## config.mk

```make
export PLATFORM = sky130hd
export DESIGN_NAME = uart_bus_host
export DESIGN_NICKNAME = d
export VERILOG_FILES = /design/src/rtl/uart_bus_host.sv
export SDC_FILE = /design/constraint.sdc
export NUM_CORES = 1
export LEC_CHECK = 0
export CAP_MARGIN = 30
export CORE_UTILIZATION = 56
export CTS_CLUSTER_SIZE = 16
export DETAILED_ROUTE_END_ITERATION = 8
export GPL_TIMING_DRIVEN = 0
export MAX_ROUTING_LAYER = met4
export PLACE_DENSITY = 0.81
export SLEW_MARGIN = 20
export SYNTH_ARGS = -nofsm -noshare
export SYNTH_HDL_FRONTEND = slang
export SYNTH_SLANG_ARGS = --single-unit
```

## constraint.sdc

```tcl
create_clock -name clk_i -period 2.7 [get_ports clk_i]
set_input_delay 0.675 -clock clk_i [delete_from_list [all_inputs] [get_ports clk_i]]
set_output_delay 0.675 -clock clk_i [all_outputs]
set_load 0.02 [all_outputs]
```

## src/rtl/uart_bus_host.sv

```systemverilog
// UART-driven bus initiator: parses 'W'/'R' command packets from the serial line,
// performs one 32-bit access on the device bus and serialises the response back.
module uart_bus_host #(
   parameter int unsigned ClockFrequency = 50_000_000,
   parameter int unsigned BaudRate       = 115_200,
   parameter int unsigned TimeoutCycles  = 1_000_000
) (
   input  logic        clk_i,
   input  logic        rst_ni,
   input  logic        uart_rx_i,
   output logic        uart_tx_o,
   output logic        host_req_o,
   input  logic        host_gnt_i,
   output logic [31:0] host_addr_o,
   output logic        host_we_o,
   output logic [3:0]  host_be_o,
   output logic [31:0] host_wdata_o,
   input  logic        host_rvalid_i,
   input  logic [31:0] host_rdata_i,
   output logic        busy_o
);

   localparam int unsigned ClocksPerBaud = ClockFrequency / BaudRate;
   localparam int unsigned BaudW         = $clog2(ClocksPerBaud);
   localparam int unsigned TimeoutW      = $clog2(TimeoutCycles + 1);

   localparam logic [BaudW-1:0]    BaudLast    = BaudW'(ClocksPerBaud - 1);
   localparam logic [BaudW-1:0]    BaudHalf    = BaudW'(ClocksPerBaud / 2);
   localparam logic [TimeoutW-1:0] TimeoutLast = TimeoutW'(TimeoutCycles);
   localparam logic [7:0]          CharWrite   = 8'h57;
   localparam logic [7:0]          CharRead    = 8'h52;
   localparam logic [7:0]          CharAck     = 8'h06;

   typedef enum logic [1:0] {RX_IDLE, RX_START, RX_DATA, RX_STOP} rx_state_e;
   typedef enum logic [2:0] {CMD, ADDR, DATA, BUS_REQ, BUS_WAIT, RESP} cmd_state_e;

   rx_state_e         rx_state;
   logic              rx_sync1, rx_sync2, rx_hist;
   logic [BaudW-1:0]  rx_cnt;
   logic [2:0]        rx_bit;
   logic [7:0]        rx_shift;
   logic              rx_byte_valid;
   logic              rx_frame_err;

   cmd_state_e        cmd_state;
   logic              op_write;
   logic [1:0]        byte_idx;
   logic [TimeoutW-1:0] timeout_cnt;
   logic [31:0]       resp_data;
   logic [2:0]        resp_left;

   logic              tx_active;
   logic [BaudW-1:0]  tx_cnt;
   logic [3:0]        tx_idx;
   logic [7:0]        tx_shift;
   logic              tx_done;
   logic              tx_load;

   always_ff @(posedge clk_i or negedge rst_ni) begin
      if (!rst_ni) begin
         rx_sync1 <= 1'b1;
         rx_sync2 <= 1'b1;
         rx_hist  <= 1'b1;
      end else begin
         rx_sync1 <= uart_rx_i;
         rx_sync2 <= rx_sync1;
         rx_hist  <= rx_sync2;
      end
   end

   // Receiver: start bit is re-checked at mid-bit so short low glitches are rejected.
   always_ff @(posedge clk_i or negedge rst_ni) begin
      if (!rst_ni) begin
         rx_state      <= RX_IDLE;
         rx_cnt        <= '0;
         rx_bit        <= '0;
         rx_shift      <= '0;
         rx_byte_valid <= 1'b0;
         rx_frame_err  <= 1'b0;
      end else begin
         rx_byte_valid <= 1'b0;
         rx_frame_err  <= 1'b0;
         case (rx_state)
            RX_IDLE: begin
               if (rx_hist && !rx_sync2) begin
                  rx_state <= RX_START;
                  rx_cnt   <= '0;
               end
            end
            RX_START: begin
               if (rx_cnt == BaudHalf) begin
                  rx_cnt <= '0;
                  rx_bit <= '0;
                  rx_state <= rx_sync2 ? RX_IDLE : RX_DATA;
               end else begin
                  rx_cnt <= rx_cnt + 1'b1;
               end
            end
            RX_DATA: begin
               if (rx_cnt == BaudLast) begin
                  rx_cnt   <= '0;
                  rx_shift <= {rx_sync2, rx_shift[7:1]};
                  rx_bit   <= rx_bit + 3'd1;
                  if (rx_bit == 3'd7) begin
                     rx_state <= RX_STOP;
                  end
               end else begin
                  rx_cnt <= rx_cnt + 1'b1;
               end
            end
            RX_STOP: begin
               if (rx_cnt == BaudLast) begin
                  rx_cnt        <= '0;
                  rx_byte_valid <= rx_sync2;
                  rx_frame_err  <= !rx_sync2;
                  rx_state      <= RX_IDLE;
               end else begin
                  rx_cnt <= rx_cnt + 1'b1;
               end
            end
            default: rx_state <= RX_IDLE;
         endcase
      end
   end

   assign tx_done = tx_active && (tx_cnt == BaudLast) && (tx_idx == 4'd9);
   // Reloading on the final stop-bit cycle keeps multi-byte responses gap-free.
   assign tx_load = (cmd_state == RESP) && (resp_left != 3'd0) && (!tx_active || tx_done);
   assign busy_o  = (cmd_state != CMD);

   always_ff @(posedge clk_i or negedge rst_ni) begin
      if (!rst_ni) begin
         cmd_state    <= CMD;
         op_write     <= 1'b0;
         byte_idx     <= '0;
         timeout_cnt  <= '0;
         resp_data    <= '0;
         resp_left    <= '0;
         host_req_o   <= 1'b0;
         host_we_o    <= 1'b0;
         host_be_o    <= '0;
         host_addr_o  <= '0;
         host_wdata_o <= '0;
      end else begin
         case (cmd_state)
            CMD: begin
               byte_idx    <= '0;
               timeout_cnt <= '0;
               if (rx_byte_valid && (rx_shift == CharWrite || rx_shift == CharRead)) begin
                  op_write  <= (rx_shift == CharWrite);
                  cmd_state <= ADDR;
               end
            end
            ADDR, DATA: begin
               if (rx_frame_err) begin
                  cmd_state <= CMD;
               end else if (rx_byte_valid) begin
                  timeout_cnt <= '0;
                  byte_idx    <= byte_idx + 2'd1;
                  if (cmd_state == ADDR) begin
                     host_addr_o[{byte_idx, 3'b000} +: 8] <= rx_shift;
                  end else begin
                     host_wdata_o[{byte_idx, 3'b000} +: 8] <= rx_shift;
                  end
                  if (byte_idx == 2'd3) begin
                     if (cmd_state == ADDR && op_write) begin
                        cmd_state <= DATA;
                     end else begin
                        cmd_state  <= BUS_REQ;
                        host_req_o <= 1'b1;
                        host_be_o  <= 4'hF;
                        host_we_o  <= op_write;
                     end
                  end
               end else if (timeout_cnt == TimeoutLast) begin
                  cmd_state <= CMD;
               end else begin
                  timeout_cnt <= timeout_cnt + 1'b1;
               end
            end
            BUS_REQ: begin
               if (host_gnt_i) begin
                  host_req_o <= 1'b0;
                  host_be_o  <= '0;
                  if (host_rvalid_i) begin
                     resp_data <= op_write ? {24'd0, CharAck} : host_rdata_i;
                     resp_left <= op_write ? 3'd1 : 3'd4;
                     cmd_state <= RESP;
                  end else begin
                     cmd_state <= BUS_WAIT;
                  end
               end
            end
            BUS_WAIT: begin
               if (host_rvalid_i) begin
                  resp_data <= op_write ? {24'd0, CharAck} : host_rdata_i;
                  resp_left <= op_write ? 3'd1 : 3'd4;
                  cmd_state <= RESP;
               end
            end
            RESP: begin
               if (tx_load) begin
                  resp_data <= {8'd0, resp_data[31:8]};
                  resp_left <= resp_left - 3'd1;
               end else if (tx_done) begin
                  cmd_state <= CMD;
               end
            end
            default: cmd_state <= CMD;
         endcase
      end
   end

   // Transmitter: tx_idx counts completed bit slots, 0 = start, 1..8 = data, 9 = stop.
   always_ff @(posedge clk_i or negedge rst_ni) begin
      if (!rst_ni) begin
         tx_active <= 1'b0;
         tx_cnt    <= '0;
         tx_idx    <= '0;
         tx_shift  <= '0;
         uart_tx_o <= 1'b1;
      end else if (tx_load) begin
         tx_active <= 1'b1;
         tx_cnt    <= '0;
         tx_idx    <= '0;
         tx_shift  <= resp_data[7:0];
         uart_tx_o <= 1'b0;
      end else if (tx_active) begin
         if (tx_cnt == BaudLast) begin
            tx_cnt <= '0;
            tx_idx <= tx_idx + 4'd1;
            if (tx_idx == 4'd9) begin
               tx_active <= 1'b0;
               uart_tx_o <= 1'b1;
            end else if (tx_idx == 4'd8) begin
               uart_tx_o <= 1'b1;
            end else begin
               uart_tx_o <= tx_shift[0];
               tx_shift  <= {1'b0, tx_shift[7:1]};
            end
         end else begin
            tx_cnt <= tx_cnt + 1'b1;
         end
      end
   end

endmodule

```

==> summary.txt <==
Global routing
  • Antenna violations before repair: 0
  • GRT Overall Usage: 0.264
  • Gr ovfl total: 0
  • Largest net degree at the start of global routing: 101
  • Vias in the first global route: 6,482
  • First-pass GRT wire length: 32,300 um

Worst setup path
  • CP delay by family, top: buffers and inverters
  • Setup crit end: busy_o
  • CP required: 2.03 ns
  • Critical path origin: cmd_state[1]$_DFFE_PN0P_
  • Crit start category: flip-flop
  • Worst EP arrival: 1.95 ns
  • Kind of critical path: reg2out
  • R2R Path End: cmd_state[0]$_DFFE_PN0P_
  • Crit. End Element: primary output
  • Reg-to-reg startpoint: timeout_cnt[0]$_DFFE_PN0P_
  • CP max FO: 10
  • Delay of the slowest critical-path stage: 0.41 ns
  • CP max stage cell: or3_1
  • Worst Reg-to-Reg Cells: 7
  • Crit path depth: 4
  • Buf/Inv on CP: 3
  • R2R setup slack: 0.24 ns
  • Crit-path cells: buf_2 -> clkbuf_1 -> or3_1 -> dlygate4sd2_1

Logic synthesis
  • Yosys warnings: 0
  • Cell variety after synth: 68
  • Seq/Total Area, Yosys: 0.516
  • Gate count of the mapped netlist: 802
  • Number of synthesized flops with an enable pin: 0
  • Ys flop type: dfrtp_1
  • Synthesized area per cell: 10.7 um2
  • Async SR Flop Fraction: 1.00
  • Register bit total from synthesis: 177
  • Synthesized area: 8600 um2
  • Syn Nets: 858

Cells and area
  • Ant diodes: 0
  • Non-Filler Instances: 1,126
  • Most common cell after layout, fill and taps aside: dfrtp_1
  • Fill cell count: 1,056
  • Core Util, Final: 0.713
  • Syn-to-layout area delta: 22.3%
  • Layout cells sized above 1: 0.148
  • Final nets: 985
  • Most frequent cells in the layout: 173 x dfrtp_1, 106 x clkdlybuf4s50_1, 88 x nand2_1
  • Cell area after layout: 10,500 um2

Floorplanning
  • Die area: 15,900 um2
  • Initial Utilization: 0.583
  • Die X: 126 um
  • Rows: 44
  • Core area: 14,800 um2
  • Die H: 126 um
  • I/O pin cnt: 109

Run status
  • Status: completed

Clocking
  • CTS max path bufs: 2
  • Clk sinks: 177
  • Clk_lat worst skew: 0.43 ns
  • Root Driver: clkbuf_16
  • Cts hold-fix bufs: 0
  • TritonCTS clock tree: done
  • Clock slew at reported path FFs: 0.07 ns
  • # H-tree levels: 4
  • CTS Buf Count: 17

Timing
  • RSZ-0062 raised after global routing: no
  • Final hold slack: 0.195 ns
  • Slew Limit Fails: 0
  • Fin Setup TNS: 0 ns
  • Clock skew: 0.0110 ns
  • FMAX: 381 MHz
  • Final setup violation count: 0
  • Final worst path period need: 2.62 ns
  • Worst Slack Setup Final: 0.0766 ns
  • Final Hold Vio Count: 0
  • Final period util: 0.972
  • Worst Tran Pin Value: 0.800 ns
  • Slew HR: 0.462

Power and ir drop
  • Pwr dens: 518 nW/um2
  • Total power: 5.45 mW
  • LEAKAGE: 4.74 nW
  • Worst VDD drop: 0.491 mV

Route
  • Vias per std cell: 5.87
  • Antenna-violating nets left: 0
  • Final wirelength: 19,100 um
  • DRC errors left: 0
  • Via count: 6,614
  • Routed length per instance: 17.0 um
  • Pre-antenna DRT Iters: 5
  • Initial DRC count: 388

Job
  • Maxcap violations: 0

Placed design
  • Post-place instance area: 9940 um2
  • Routability cong.: 0.868
  • Placed cells: 1,095
  • Dpl ws: 0.164 ns
  • Input/output buffers: 108
  • Half-perimeter wire length after placement: 13,200 um

Hold path
  • Min-Delay Path Class: in2async
-- state kept, by name, summed over array words and instances (netlist names), 2 cells and up, named ones only --
register,flops
byte_idx,2
tx_cnt,9
tx_idx,4
host_addr_o,32
resp_data,32
host_wdata_o,32
rx_bit,3
resp_left,3
tx_shift,8
rx_cnt,9
timeout_cnt,20
cmd_state,3
rx_shift,8
-- synthesized netlist by cell type (all sizes together) (15+ instances only) --
| cell | n | area, um2 |
|---|---|---|
| inv | 21 | 78.8 |
| ha | 19 | 238 |
| clkbuf | 23 | 86.3 |
| and2 | 34 | 213 |
| mux2 | 74 | 833 |
| nand2 | 89 | 337 |
| dfrtp | 173 | 4330 |
| a21oi | 50 | 250 |
| nor3b | 23 | 173 |
| buf | 18 | 126 |
| nor2 | 24 | 97.6 |
| o31ai | 15 | 126 |
| o21ai | 63 | 319 |
-- timing repair --
item                       4_1_cts  5_1_grt
buffers inserted                 0        0
setup endpoints to repair        1        8
gates resized for setup          1        3
-- layout make-up --
type	instances	area, um2	share of cell area
buffer	40	210	0.0200
clock buffer	19	443	0.0421
clock inverter	13	125	0.0119
inverter	21	78.8	0.00750
multi-input combinational	563	3880	0.369
sequential	177	4430	0.422
tap	184	230	0.0219
timing repair buffer	109	1110	0.106
-- kinds of logic (layout without fill, tap and decap cells) --
kind of cell / count (synthesis) / count (layout) / synth area share
AND/OR/NAND/NOR: 265 / 265 / 0.169
flip-flops: 177 / 177 / 0.516
buffers and inverters: 62 / 202 / 0.0339
AO/OA/AOI/OAI: 187 / 187 / 0.137
adder cells (fa/ha/maj): 19 / 19 / 0.0276
multiplexers: 82 / 82 / 0.106
XOR/XNOR: 10 / 10 / 0.0102
-- power by group --
part           switching, mW  total [mW]  internal (mW)
registers             0.0763        2.78           2.71
clock network           1.08        2.39           1.31
logic                  0.124       0.275          0.151
-- layer usage --
layer | global-route usage | vias to the layer above | wire (um)
li1 | - | 3144 | -
met1 | 0.345 | 3276 | 8480
met5 | - | - | 0
met3 | 0.0531 | 34 | 847
met4 | 0.0900 | 0 | 315
met2 | 0.413 | 160 | 9470
-- worst min path at each step --
| stage | startpoint | end | slack, ns | depth (start not counted) |
|---|---|---|---|---|
| 2_1_floorplan | rx_sync1$_DFF_PN1_ | rx_sync2$_DFF_PN1_ | 0.35 | 0 |
| 3_3_place_gp | rx_sync1$_DFF_PN1_ | rx_sync2$_DFF_PN1_ | 0.35 | 0 |
| 6_report | rst_ni | host_wdata_o[28]$_DFFE_PN0P_ | 0.20 | 1 |
| 5_1_grt | rst_ni | host_addr_o[28]$_DFFE_PN0P_ | 0.26 | 1 |
| 3_5_place_dp | rx_sync1$_DFF_PN1_ | rx_sync2$_DFF_PN1_ | 0.35 | 0 |
| 4_1_cts | rst_ni | host_addr_o[27]$_DFFE_PN0P_ | 0.23 | 1 |
Power figures use the tool's default switching activity.
